`config.mk`:
```
export PLATFORM = sky130hd
export DESIGN_NAME = ysyx_25040111_burst_responder
export DESIGN_NICKNAME = d
export VERILOG_FILES = /design/src/rtl/ysyx_25040111_bus_pkg.sv /design/src/rtl/ysyx_25040111_req_slot.sv /design/src/rtl/ysyx_25040111_burst_responder.sv
export SDC_FILE = /design/constraint.sdc
export NUM_CORES = 1
export LEC_CHECK = 0
export BUFFER_PORTS_ARGS = -buffer_cell sky130_fd_sc_hd__buf_2
export CAP_MARGIN = 25
export CORE_ASPECT_RATIO = 1.75
export CORE_UTILIZATION = 60
export DETAILED_ROUTE_END_ITERATION = 8
export GPL_TIMING_DRIVEN = 1
export PLACE_DENSITY = 0.87
export SLEW_MARGIN = 20
export SYNTH_ARGS = -nofsm -noshare
export SYNTH_HDL_FRONTEND = slang
export SYNTH_SLANG_ARGS = --single-unit
```
`constraint.sdc`:
```
create_clock -name clock -period 4.1 [get_ports clock]
set_input_delay 0.205 -clock clock [delete_from_list [all_inputs] [get_ports clock]]
set_output_delay 0.205 -clock clock [all_outputs]
set_load 0.05 [all_outputs]
```
`src/rtl/ysyx_25040111_bus_pkg.sv`:
```
// Shared types and constants for the cache refill burst responder.
package ysyx_25040111_bus_pkg;

    typedef enum logic [1:0] {
        ST_IDLE = 2'd0,
        ST_AR   = 2'd1,
        ST_R    = 2'd2
    } state_e;

    localparam logic [1:0]  RESP_OKAY = 2'b00;
    localparam logic [31:0] WORD_INC  = 32'd4;

    typedef struct packed {
        logic [31:0] addr;
        logic [7:0]  len;
    } req_t;

    // Requests are always word-aligned; the low address bits are dropped.
    function automatic logic [31:0] word_align(input logic [31:0] a);
        return {a[31:2], 2'b00};
    endfunction

endpackage

```
`src/rtl/ysyx_25040111_req_slot.sv`:
```
// One-deep holding register for a refill request that arrives while a burst is running.
module ysyx_25040111_req_slot
    import ysyx_25040111_bus_pkg::*;
(
    input  logic clock,
    input  logic reset,
    input  logic wr,
    input  logic clr,
    input  req_t wr_req,
    output req_t rd_req,
    output logic full,
    output logic full_next,
    output logic drop
);

    req_t req_r;
    logic full_r;
    logic drop_r;
    logic accept_s;
    logic reject_s;

    // A draining slot counts as free, so a write in the same cycle is kept.
    always_comb begin
        accept_s = 1'b0;
        reject_s = 1'b0;
        if (wr) begin
            if (!full_r || clr) begin
                accept_s = 1'b1;
            end else begin
                reject_s = 1'b1;
            end
        end else begin
            accept_s = 1'b0;
        end
    end

    // Slot contents, occupancy and the registered drop pulse.
    always_ff @(posedge clock or negedge reset) begin
        if (!reset) begin
            req_r  <= '0;
            full_r <= 1'b0;
            drop_r <= 1'b0;
        end else begin
            drop_r <= reject_s;
            if (accept_s) begin
                req_r  <= wr_req;
                full_r <= 1'b1;
            end else if (clr) begin
                full_r <= 1'b0;
            end else begin
                full_r <= full_r;
            end
        end
    end

    assign rd_req    = req_r;
    assign full      = full_r;
    assign full_next = accept_s | (full_r & ~clr);
    assign drop      = drop_r;

endmodule

```
`src/rtl/ysyx_25040111_burst_responder.sv`:
```
// Turns a cache refill request into rlen+1 single-beat AR/R reads and returns each word as a rok pulse.
module ysyx_25040111_burst_responder
    import ysyx_25040111_bus_pkg::*;
#(
    parameter int ADDR_W = 32,
    parameter int DATA_W = 32,
    parameter int LEN_W  = 8
) (
    input  logic              clock,
    input  logic              reset,
    input  logic              rstart,
    input  logic [ADDR_W-1:0] raddr,
    input  logic [LEN_W-1:0]  rlen,
    output logic              rok,
    output logic [DATA_W-1:0] rdata,
    output logic              rerr,
    output logic              rdrop,
    output logic              busy,
    output logic [ADDR_W-1:0] m_araddr,
    output logic              m_arvalid,
    input  logic              m_arready,
    input  logic              m_rvalid,
    output logic              m_rready,
    input  logic [DATA_W-1:0] m_rdata,
    input  logic [1:0]        m_rresp
);

    state_e            state_r;
    state_e            next_state_s;
    logic [ADDR_W-1:0] cur_addr_r;
    logic [ADDR_W-1:0] cur_addr_nxt_s;
    logic [LEN_W-1:0]  cur_len_r;
    logic [LEN_W-1:0]  cur_len_nxt_s;
    logic [LEN_W-1:0]  beat_cnt_r;
    logic [LEN_W-1:0]  beat_cnt_nxt_s;
    logic              r_hs_s;

    logic              slot_wr_s;
    logic              slot_clr_s;
    logic              slot_full_s;
    logic              slot_full_nxt_s;
    logic              slot_drop_s;
    req_t              slot_in_s;
    req_t              slot_out_s;

    logic              rok_r;
    logic [DATA_W-1:0] rdata_r;
    logic              rerr_r;
    logic              busy_r;
    logic [ADDR_W-1:0] m_araddr_r;
    logic              m_arvalid_r;
    logic              m_rready_r;

    assign slot_in_s = '{addr: word_align(raddr), len: rlen};

    ysyx_25040111_req_slot u_slot (
        .clock     (clock),
        .reset     (reset),
        .wr        (slot_wr_s),
        .clr       (slot_clr_s),
        .wr_req    (slot_in_s),
        .rd_req    (slot_out_s),
        .full      (slot_full_s),
        .full_next (slot_full_nxt_s),
        .drop      (slot_drop_s)
    );

    // Next-state, burst bookkeeping and slot control.
    always_comb begin
        next_state_s   = state_r;
        cur_addr_nxt_s = cur_addr_r;
        cur_len_nxt_s  = cur_len_r;
        beat_cnt_nxt_s = beat_cnt_r;
        slot_wr_s      = 1'b0;
        slot_clr_s     = 1'b0;
        r_hs_s         = 1'b0;
        case (state_r)
            ST_IDLE: begin
                if (slot_full_s) begin
                    cur_addr_nxt_s = slot_out_s.addr;
                    cur_len_nxt_s  = slot_out_s.len;
                    beat_cnt_nxt_s = {LEN_W{1'b0}};
                    slot_clr_s     = 1'b1;
                    slot_wr_s      = rstart;
                    next_state_s   = ST_AR;
                end else if (rstart) begin
                    cur_addr_nxt_s = word_align(raddr);
                    cur_len_nxt_s  = rlen;
                    beat_cnt_nxt_s = {LEN_W{1'b0}};
                    next_state_s   = ST_AR;
                end else begin
                    next_state_s   = ST_IDLE;
                end
            end
            ST_AR: begin
                slot_wr_s = rstart;
                if (m_arvalid_r && m_arready) begin
                    next_state_s = ST_R;
                end else begin
                    next_state_s = ST_AR;
                end
            end
            ST_R: begin
                slot_wr_s = rstart;
                if (m_rvalid && m_rready_r) begin
                    r_hs_s = 1'b1;
                    // Compare before incrementing so rlen=255 never wraps the counter.
                    if (beat_cnt_r == cur_len_r) begin
                        next_state_s = ST_IDLE;
                    end else begin
                        cur_addr_nxt_s = cur_addr_r + WORD_INC;
                        beat_cnt_nxt_s = beat_cnt_r + {{(LEN_W-1){1'b0}}, 1'b1};
                        next_state_s   = ST_AR;
                    end
                end else begin
                    next_state_s = ST_R;
                end
            end
            default: begin
                next_state_s = ST_IDLE;
            end
        endcase
    end

    // FSM state and burst context registers.
    always_ff @(posedge clock or negedge reset) begin
        if (!reset) begin
            state_r    <= ST_IDLE;
            cur_addr_r <= {ADDR_W{1'b0}};
            cur_len_r  <= {LEN_W{1'b0}};
            beat_cnt_r <= {LEN_W{1'b0}};
        end else begin
            state_r    <= next_state_s;
            cur_addr_r <= cur_addr_nxt_s;
            cur_len_r  <= cur_len_nxt_s;
            beat_cnt_r <= beat_cnt_nxt_s;
        end
    end

    // Registered outputs, derived from the upcoming state so they line up with it.
    always_ff @(posedge clock or negedge reset) begin
        if (!reset) begin
            rok_r       <= 1'b0;
            rdata_r     <= {DATA_W{1'b0}};
            rerr_r      <= 1'b0;
            busy_r      <= 1'b0;
            m_araddr_r  <= {ADDR_W{1'b0}};
            m_arvalid_r <= 1'b0;
            m_rready_r  <= 1'b0;
        end else begin
            rok_r       <= r_hs_s;
            rerr_r      <= r_hs_s & (m_rresp != RESP_OKAY);
            busy_r      <= (next_state_s != ST_IDLE) | slot_full_nxt_s;
            m_arvalid_r <= (next_state_s == ST_AR);
            m_rready_r  <= (next_state_s == ST_R);
            if (r_hs_s) begin
                rdata_r <= m_rdata;
            end else begin
                rdata_r <= rdata_r;
            end
            if (next_state_s == ST_AR) begin
                m_araddr_r <= cur_addr_nxt_s;
            end else begin
                m_araddr_r <= m_araddr_r;
            end
        end
    end

    assign rok       = rok_r;
    assign rdata     = rdata_r;
    assign rerr      = rerr_r;
    assign rdrop     = slot_drop_s;
    assign busy      = busy_r;
    assign m_araddr  = m_araddr_r;
    assign m_arvalid = m_arvalid_r;
    assign m_rready  = m_rready_r;

endmodule

```
# == After elaboration in Yosys (flattened, before gate mapping) ==
# Cells that the tools add are included.
# word_totals
ff_bits,159
inputBits,79
output_inout_bits,70
word_cells,73
# classes
n_addsub,2
n_eq_ne,8
n_mux,30
n_bitwise,5
reduce_logical,13
# op_table
op,count
two-way mux 32 bit,4
case mux 32 bit (2 select lines),1
two-way mux 8 bit,6
"adder 32 x 3 -> 32 bit, second input constant",1
case mux 8 bit (2 select lines),1
two-way mux 1 bit,14
nonzero test 2 bit,5
"adder 8 x 1 -> 8 bit, second input constant",1
== test 8 bit,1
case mux 2 bit (3 select lines),1
"== test 2 x 1 -> 1 bit, second input constant",2
"== test 2 bit, second input constant",2
two-way mux 2 bit,2
"inequality test 2 bit, second input constant",2
AND reduction 4 bit,1
"inequality test 3 x 2 -> 1 bit, second input constant",1
AND 1 bit,2
logical AND 1 bit,2
logical NOT 2 bit,1
OR 1 bit,2
case mux 1 bit (2 select lines),1
AND reduction 2 bit,1
OR reduction 2 bit,1
logical NOT 1 bit,1
2 further kinds,2

# == Longest topological paths before layout ==
# Gate-level depths: netlist of run 1.
# depth
depth_word,7
ltp_mapped,10
depth_no_buf,7

# == By module ==
# A second synthesis of run 1 with hierarchy kept.
# hier_totals
cells_unflattened,672
area_unflattened_um2,7920.1
# modules_own_cells
module,n_inst,cells_each,area_each_um2,seq_area_each_um2
ysyx_25040111_burst_responder,1,580,6183.4,2977.9
ysyx_25040111_req_slot,1,92,1736.7,1051.0

# == Worst setup path after synthesis of run 1 ==
# Ideal clock, no wire load.
# synth_timing
kind,register -> register
start,register cur_addr_r[2]
end,"register m_araddr_r[18], in the netlist m_araddr[18]"
setup_time_ns,0.125
t_arrival_ns,2.302
required_time_ns,3.975
path_slack_ns,1.673
path_stages_with_launch,8
path_buffers,1
period_less_slack_ns,2.427
path_cell_list,dfrtp_1 > ha_1 > nand3_1 > or4_1 > buf_2 > a221o_1 > or3_4 > mux2_4
# synth_between
elab_chain_len,4
# synth_rtl
item,line_no,rtl
from (decl),ysyx_25040111_burst_responder.sv:30,logic [ADDR_W-1:0] cur_addr_r;
from (signal assigned),ysyx_25040111_burst_responder.sv:129,cur_addr_r <= {ADDR_W{1'b0}};
from (signal assigned),ysyx_25040111_burst_responder.sv:134,cur_addr_r <= cur_addr_nxt_s;
adder 32 x 3 -> 32 bit,ysyx_25040111_burst_responder.sv:111,cur_addr_nxt_s = cur_addr_r + WORD_INC;
two-way mux 32 bit,ysyx_25040111_burst_responder.sv:108,if (beat_cnt_r == cur_len_r) begin
two-way mux 32 bit,ysyx_25040111_burst_responder.sv:105,if (m_rvalid && m_rready_r) begin
case mux 32 bit (2 select lines),ysyx_25040111_burst_responder.sv:77,case (state_r)
named net cur_addr_nxt_s[18],ysyx_25040111_burst_responder.sv:31,logic [ADDR_W-1:0] cur_addr_nxt_s;
to (signal assigned),ysyx_25040111_burst_responder.sv:147,m_araddr_r <= {ADDR_W{1'b0}};
to (signal assigned),ysyx_25040111_burst_responder.sv:162,m_araddr_r <= cur_addr_nxt_s;
to (signal assigned),ysyx_25040111_burst_responder.sv:164,m_araddr_r <= m_araddr_r;
to (decl),ysyx_25040111_burst_responder.sv:50,logic [ADDR_W-1:0] m_araddr_r;
# The timed path passes the listed nets, and every way through them passes these cells.
# A chain may end at the register's enable or synchronous reset.

# == Worst setup path in the final report of run 1 ==
# layout_timing
start,register state_r[0]
end,"register m_araddr_r[28], in the netlist m_araddr[28]"
# layout_between
elab_cells_between_ends,6
cone_classes,eq/ne: 3; mux: 2; reduce/logical: 1
# layout_rtl
item,line_no,rtl
from (decl),ysyx_25040111_burst_responder.sv:28,state_e state_r;
from (signal assigned),ysyx_25040111_burst_responder.sv:133,state_r <= next_state_s;
== test 2 bit / logical NOT 2 bit (equally long branches),ysyx_25040111_burst_responder.sv:77,
case mux 32 bit (2 select lines) (*),ysyx_25040111_burst_responder.sv:77,
named net cur_addr_nxt_s[28],ysyx_25040111_burst_responder.sv:31,
# The timed path passes the listed nets; every way through them passes the cells marked *.

==> impl_metrics.tcl, run 1 <==
set metrics [dict create \
    status "finished clean" \
    ys_types 63 \
    wire_per_inst_um 21.8 \
    endpoint "m_araddr[28]$_DFFE_PN0N_" \
    synth_edf_count 0 \
    synth_top_flop_cell "dfrtp_1" \
    synth_fp_nets 824 \
    maxSlewHeadroom_pct 39.6 \
    drtPass1Iterations 8 \
    clockBufferDepth 2 \
    die_width_um 89.6 \
    crit-reg2reg-launch "state_r[0]$_DFF_PN0_" \
    finalCriticalPeriod_ps 2950 \
    antenna_found_initial 0 \
    hpwl_um 16100 \
    ant_nets 0 \
    drtIter0Drc 585 \
    finalHoldViolCount 0 \
    ys_seq_area_share_pct 49.4 \
    setup_viol 0 \
    syn_to_final_growth_pct 18.5 \
    grt.total_usage_pct 34.7 \
    reg2reg_slack_ps 1150 \
    finClkSkew_ps 9.78 \
    synth-seq-cells 159 \
    crit_path_end_kind "flop" \
    cts-root-buf "clkbuf_16" \
    place.gp.congestion 0.928 \
    die_h_um 155 \
    hold_slack_ps 5.23 \
    grtUsageMet3_pct 5.94 \
    io_pins 149 \
    ys_warn_count 0 \
    dpl.cell_count 1017 \
    initial_core_util_pct 62.0 \
    final_cells 1050 \
    nets 951 \
    rr_worst_depth 10 \
    syn-instance-count 739 \
    cts_tree "yes" \
    r2r_end "m_araddr[28]$_DFFE_PN0N_" \
    met2_usage_pct 56.1 \
    core_region_area_mm2 0.0130 \
    maxSlewViolCount 0 \
    finalWorstSetupSlack_ps 1150 \
    drc 0 \
    peakVddDrop_mv 0.708 \
    multi_input_area_mm2 0.00380 \
    die-area_mm2 0.0139 \
    p_leak_nw 4.41 \
    drv_cap 0 \
    rsz0062_at_grt "no" \
    async_flop_share_pct 100 \
    ys_top_cells_by_area "dfrtp_1, mux2_2, nand2_1" \
    antenna-diode-count 0 \
    top_usage_layer "met2" \
    hold_class "in -> reg" \
    crit_start "state_r[0]$_DFF_PN0_" \
    grt_overflow_total 0 \
    cts_htree_levels 4 \
    vias 6876 \
    clk_pin_slew_ps 60 \
    arrival_ps 3260 \
    crit_fanout 28 \
    finish.utilization_pct 73.4 \
    grt_pass1_vias 7198 \
    grt_first_pass_wirelength_um 36100 \
    place_area_mm2 0.00893 \
    worst-setup-path-type "reg -> reg" \
    period_share_pct 72.0 \
    drive_gt1_share_pct 32.2 \
    required_ps 4410 \
    fmax_mhz 339 \
    synth_top_area_cell "dfrtp_1" \
    met1_usage_pct 38.5 \
    yosys.area.top_type_share_pct 49.4 \
    fillers 896 \
    cts_setup_buffers 0 \
    fin_area_mm2 0.00955 \
    clk_latency_ps 430 \
    post-place-ws_ps 1170 \
    routed_wl_um 22900 \
    synth.avg_cell_area_um2 10.9 \
    tns_ps 0 \
    synth_area_mm2 0.00806 \
    io_buffers 146 \
    numCtsBuffers 17 \
    grt_max_degree 89 \
    p_total_mw 8.99 \
    clock-sinks 159 \
    num_rows 55 \
    power_per_cell_area_mw_per_mm2 941 \
    startpoint_type "flop" \
    via_per_inst 6.55 \
    seq_area_mm2 0.00398 \
    worstMarginPinSlew_ps 883 \
]
==> final cells by class <==
type | count | area share [%]
multi-input cells | 508 | 39.8
clock buffers | 19 | 4.53
clock inverters | 13 | 1.85
flip-flops and latches | 159 | 41.7
inverters | 12 | 0.472
well taps | 171 | 2.24
repair buffers | 168 | 9.47
==> synthesized netlist by cell type (5+ instances only) <==
cell type    n
ha_1         6
nor2_1      15
inv_1       12
dfrtp_1    159
xnor2_1     10
nand4_1     16
mux2i_1     16
o21ai_0     15
and3_1      12
a31oi_1     13
a2111oi_0    5
o211ai_1    22
or4_1        7
buf_1        7
clkbuf_1    44
a21oi_1     17
a211oi_1     8
nand2b_1    12
o21ai_1      6
mux2_1      10
nor3_1      17
a2111o_1    11
buf_2        6
a22oi_1     23
nor4_1       5
and4_1       5
nand3_1     26
nand2_1     60
mux2_2      80
a22o_1      23
and2_1       8
a21o_1       6
==> registers in the layout, summed over array words and instances (netlist names), 2 cells and up <==
| signal | cells |
|---|---|
| m_araddr | 32 |
| rdata | 32 |
| beat_cnt_r | 8 |
| state_r | 2 |
| u_slot.rd_req | 38 |
| cur_len_r | 8 |
| cur_addr_r | 32 |
==> worst max-delay path: stages (launching register included) <==
cell	delay, ps
dfrtp_1	380
inv_1	70
ha_1	290
buf_4	280
nor3b_1	180
buf_4	180
or2_1	250
buf_4	230
a2111o_1	430
mux2_2	280
mux2_2	260
==> report_power, final <==
part           switching [mW]  internal, mW  total (mW)  leakage [nW]
clock                   0.676         0.973        1.65         0.288
sequential              0.569          2.28        2.85          2.01
combinational            2.94          1.55        4.48          2.11
total                    4.18          4.80        8.99          4.41
==> cell families after synthesis <==
kind of cell    synth area share (%)
compound gates                  17.0
xor+xnor                        1.09
fa+ha+maj                      0.931
buf+inv                         3.52
flops                           49.4
mux                             14.7
simple gates                    13.4
==> worst min-delay path by stage <==
stage,start,endpoint,depth (start not counted)
final,m_rresp[0],rerr$_DFF_PN0_,3
after global routing,m_rdata[10],rdata[10]$_DFFE_PN0P_,2
after CTS,m_rresp[0],rerr$_DFF_PN0_,3
after detailed placement,reset,u_slot.rd_req[1]$_DFFE_PN0P_,1
after global placement,reset,u_slot.rd_req[6]$_DFFE_PN0P_,1
after floorplan,reset,beat_cnt_r[0]$_DFFE_PN0P_,0
==> layer usage <==
layer / share of wire, % / vias to the layer above
li1: - / 3040
met1: 36 / 3389
met2: 50 / 351
met3: 5.4 / 96
met4: 8.8 / 0
met5: 0 / -
==> cell usage in the layout, fill, tap and decap left out, drive strengths merged, types with 4 or more instances in the layout <==
master | netlist | routed
mux2 | 91 | 91
o2111ai | 4 | 4
dfrtp | 159 | 159
nand2 | 60 | 60
nand2b | 12 | 12
nand3 | 26 | 26
and4 | 5 | 5
a2111oi | 6 | 6
a221oi | 4 | 4
o21ai | 21 | 21
a22oi | 23 | 23
a31oi | 13 | 13
a22o | 23 | 23
buf | 14 | 167
or3 | 4 | 4
a21o | 6 | 6
nor2 | 15 | 15
nand4 | 17 | 17
a211oi | 8 | 8
a2111o | 11 | 11
a211o | 4 | 4
and3 | 12 | 12
clkbuf | 46 | 19
and2 | 8 | 8
mux2i | 16 | 16
a21oi | 17 | 17
xnor2 | 10 | 10
o211ai | 22 | 22
a21boi | 5 | 5
nor3 | 17 | 17
or4 | 7 | 7
nor4 | 5 | 5
inv | 12 | 18
ha | 6 | 6
==> repair_timing <==
action	in CTS	in global routing
resized for setup	0	0
hold buffers	1	0
hold endpoints to repair	86	0
Power figures use the tool's default switching activity.
==> inputs of run 2 (changes only) <==
Settings changed: CORE_UTILIZATION 60 to 51, PLACE_DENSITY 0.87 to 0.79.
Clock period 4.1 ns to 2.5 ns, I/O delays scaled along.
==> run 2 against run 1 <==
Against the previous run:
- worst hold slack better by 170 ps
- critical path depth is 2 lower
- die area is 17% higher
- first-iteration DRC count is 8.0% lower
- clock power is 58% higher
- final area is 11% higher
- clock skew is 6.7 ps higher
- routed wire length is 12% higher
- total power is 70% higher
- register-to-register slack worse by 1100 ps
- non-clock buffer count is 113 higher
- largest cell class unchanged
- highest routed layer unchanged
==> impl_metrics.tcl, run 2 (synthesis results as in run 1) <==
set metrics [dict create \
    status "finished clean" \
    cp_cell_sequence "inv_1 -> ha_2 -> nor3b_1 -> buf_4 -> or2_2 -> buf_12 -> or4b_1 -> o21ai_0" \
    drv_cap 0 \
    grt_pass1_vias 7553 \
    hold_class "in -> reg" \
    final_cells 1177 \
    startpoint_type "flop" \
    cts-root-buf "clkbuf_16" \
    io_pins 149 \
    drtPass1Iterations 5 \
    dpl.cell_count 1073 \
    period_share_pct 96.9 \
    finalCriticalPeriod_ps 2420 \
    finClkSkew_ps 16.5 \
    maxSlewViolCount 0 \
    vias 7295 \
    numCtsBuffers 17 \
    multi_input_area_mm2 0.00381 \
    drc 0 \
    cts_tree "yes" \
    wire_per_inst_um 21.7 \
    seq_area_mm2 0.00398 \
    peakVddDrop_mv 0.988 \
    drtIter0Drc 538 \
    clockBufferDepth 2 \
    nets 1064 \
    maxSlewHeadroom_pct 40.0 \
    worst-setup-path-type "reg -> reg" \
    crit_fanout 20 \
    place.gp.congestion 1.01 \
    io_buffers 146 \
    grt.total_usage_pct 32.0 \
    largest_reg_flops 38 \
    antenna-diode-count 0 \
    clk_pin_slew_ps 70 \
    routed_wl_um 25600 \
    grt_overflow_total 0 \
    antenna_found_initial 0 \
    hold_slack_ps 177 \
    grt_max_degree 54 \
    power_per_cell_area_mw_per_mm2 1440 \
    arrival_ps 2760 \
    worst_path_max_delay_cell "nor3b_1" \
    fmax_mhz 413 \
    worst_path_largest_cell_delay_ps 480 \
    crit_path_end_kind "flop" \
    finalHoldViolCount 0 \
    setup_viol 0 \
    initial_core_util_pct 52.4 \
    drive_gt1_share_pct 32.9 \
    hpwl_um 17100 \
    cts_htree_levels 4 \
    fillers 1087 \
    syn_to_final_growth_pct 32.1 \
    final_cell_mix "dfrtp_1, buf_2, mux2_2" \
    grt_first_pass_wirelength_um 39900 \
    ant_nets 0 \
    via_per_inst 6.20 \
    required_ps 2830 \
    clk_latency_ps 430 \
    die_width_um 97.0 \
    tns_ps 0 \
    clock-sinks 159 \
    core_region_area_mm2 0.0154 \
    p_leak_nw 4.92 \
    num_rows 60 \
    rsz0062_at_grt "no" \
    worstMarginPinSlew_ps 891 \
    cts_setup_buffers 0 \
    die-area_mm2 0.0163 \
    final_common_cell "dfrtp_1" \
    die_h_um 168 \
]
[run 2: cell types whose count changed in the layout (fill, tap and decap cells not counted), sizes merged]
cell and delta:
inv +2, buf +41, clkbuf -1, dlygate4sd3 +72, bufinv -2
[run 2: worst max-delay path, delay by kind of cell (launching register included)]
kind	cells	cell delay (ps)
AND/OR/NAND/NOR	3	1100
buffers and inverters	3	490
AO/OA/AOI/OAI	1	90
flip-flops	1	400
adder cells (fa/ha/maj)	1	250
[run 2: metrics by stage]
step                      utilization [%]  setup slack [ps]  total power, mW  instance area (um2)
after floorplan                         -              73.2             9.82                 8060
after global placement               60.6               151             12.1                 9330
after detailed placement             60.6               105             12.4                 9330
after CTS                            69.2              89.6             15.1                10600
after global routing                 69.2              6.29             16.0                10600
final                                69.2              78.6             15.3                10600
[run 2: worst paths after layout]
kind,from,end,cells after the start,slack (ps)
setup / recovery,state_r[0]$_DFF_PN0_,beat_cnt_r[4]$_DFFE_PN0P_,8,80
hold reg to reg,m_araddr[0]$_DFFE_PN0N_,m_araddr[0]$_DFFE_PN0N_,1,480
max in group asynchronous,reset,u_slot.drop$_DFF_PN0_,3,1510
hold / removal,rstart,u_slot.drop$_DFF_PN0_,3,180
setup reg to reg,state_r[0]$_DFF_PN0_,beat_cnt_r[4]$_DFFE_PN0P_,8,80
min in group asynchronous,reset,rdata[6]$_DFFE_PN0P_,2,220
[run 2: where the power goes]
part / internal [mW] / switching (mW) / total [mW]
registers: 3.74 / 0.904 / 4.65
clock network: 1.44 / 1.18 / 2.61
logic: 2.98 / 5.04 / 8.02
total: 8.16 / 7.12 / 15.3
[run 2: timing repair]
action | in CTS | in global routing
hold buffers | 73 | 0
gates resized for setup | 0 | 1
setup endpoints to repair | 0 | 1
hold endpoints to repair | 120 | 0
[run 2: cell type report]
| class | count | area share [%] |
|---|---|---|
| flip-flops and latches | 159 | 37.4 |
| inverters | 12 | 0.423 |
| repair buffers | 281 | 18.7 |
| well taps | 186 | 2.19 |
| clock buffers | 18 | 4.13 |
| clock inverters | 13 | 1.38 |
| multi-input cells | 508 | 35.8 |
[run 2: routing by layer]
metal / part of all wire (%) / GRT usage [%]
met4: 9.7 / 29.5
met2: 50 / 53.7
met1: 34 / 33.1
met5: 0 / 0
met3: 5.9 / 6.48
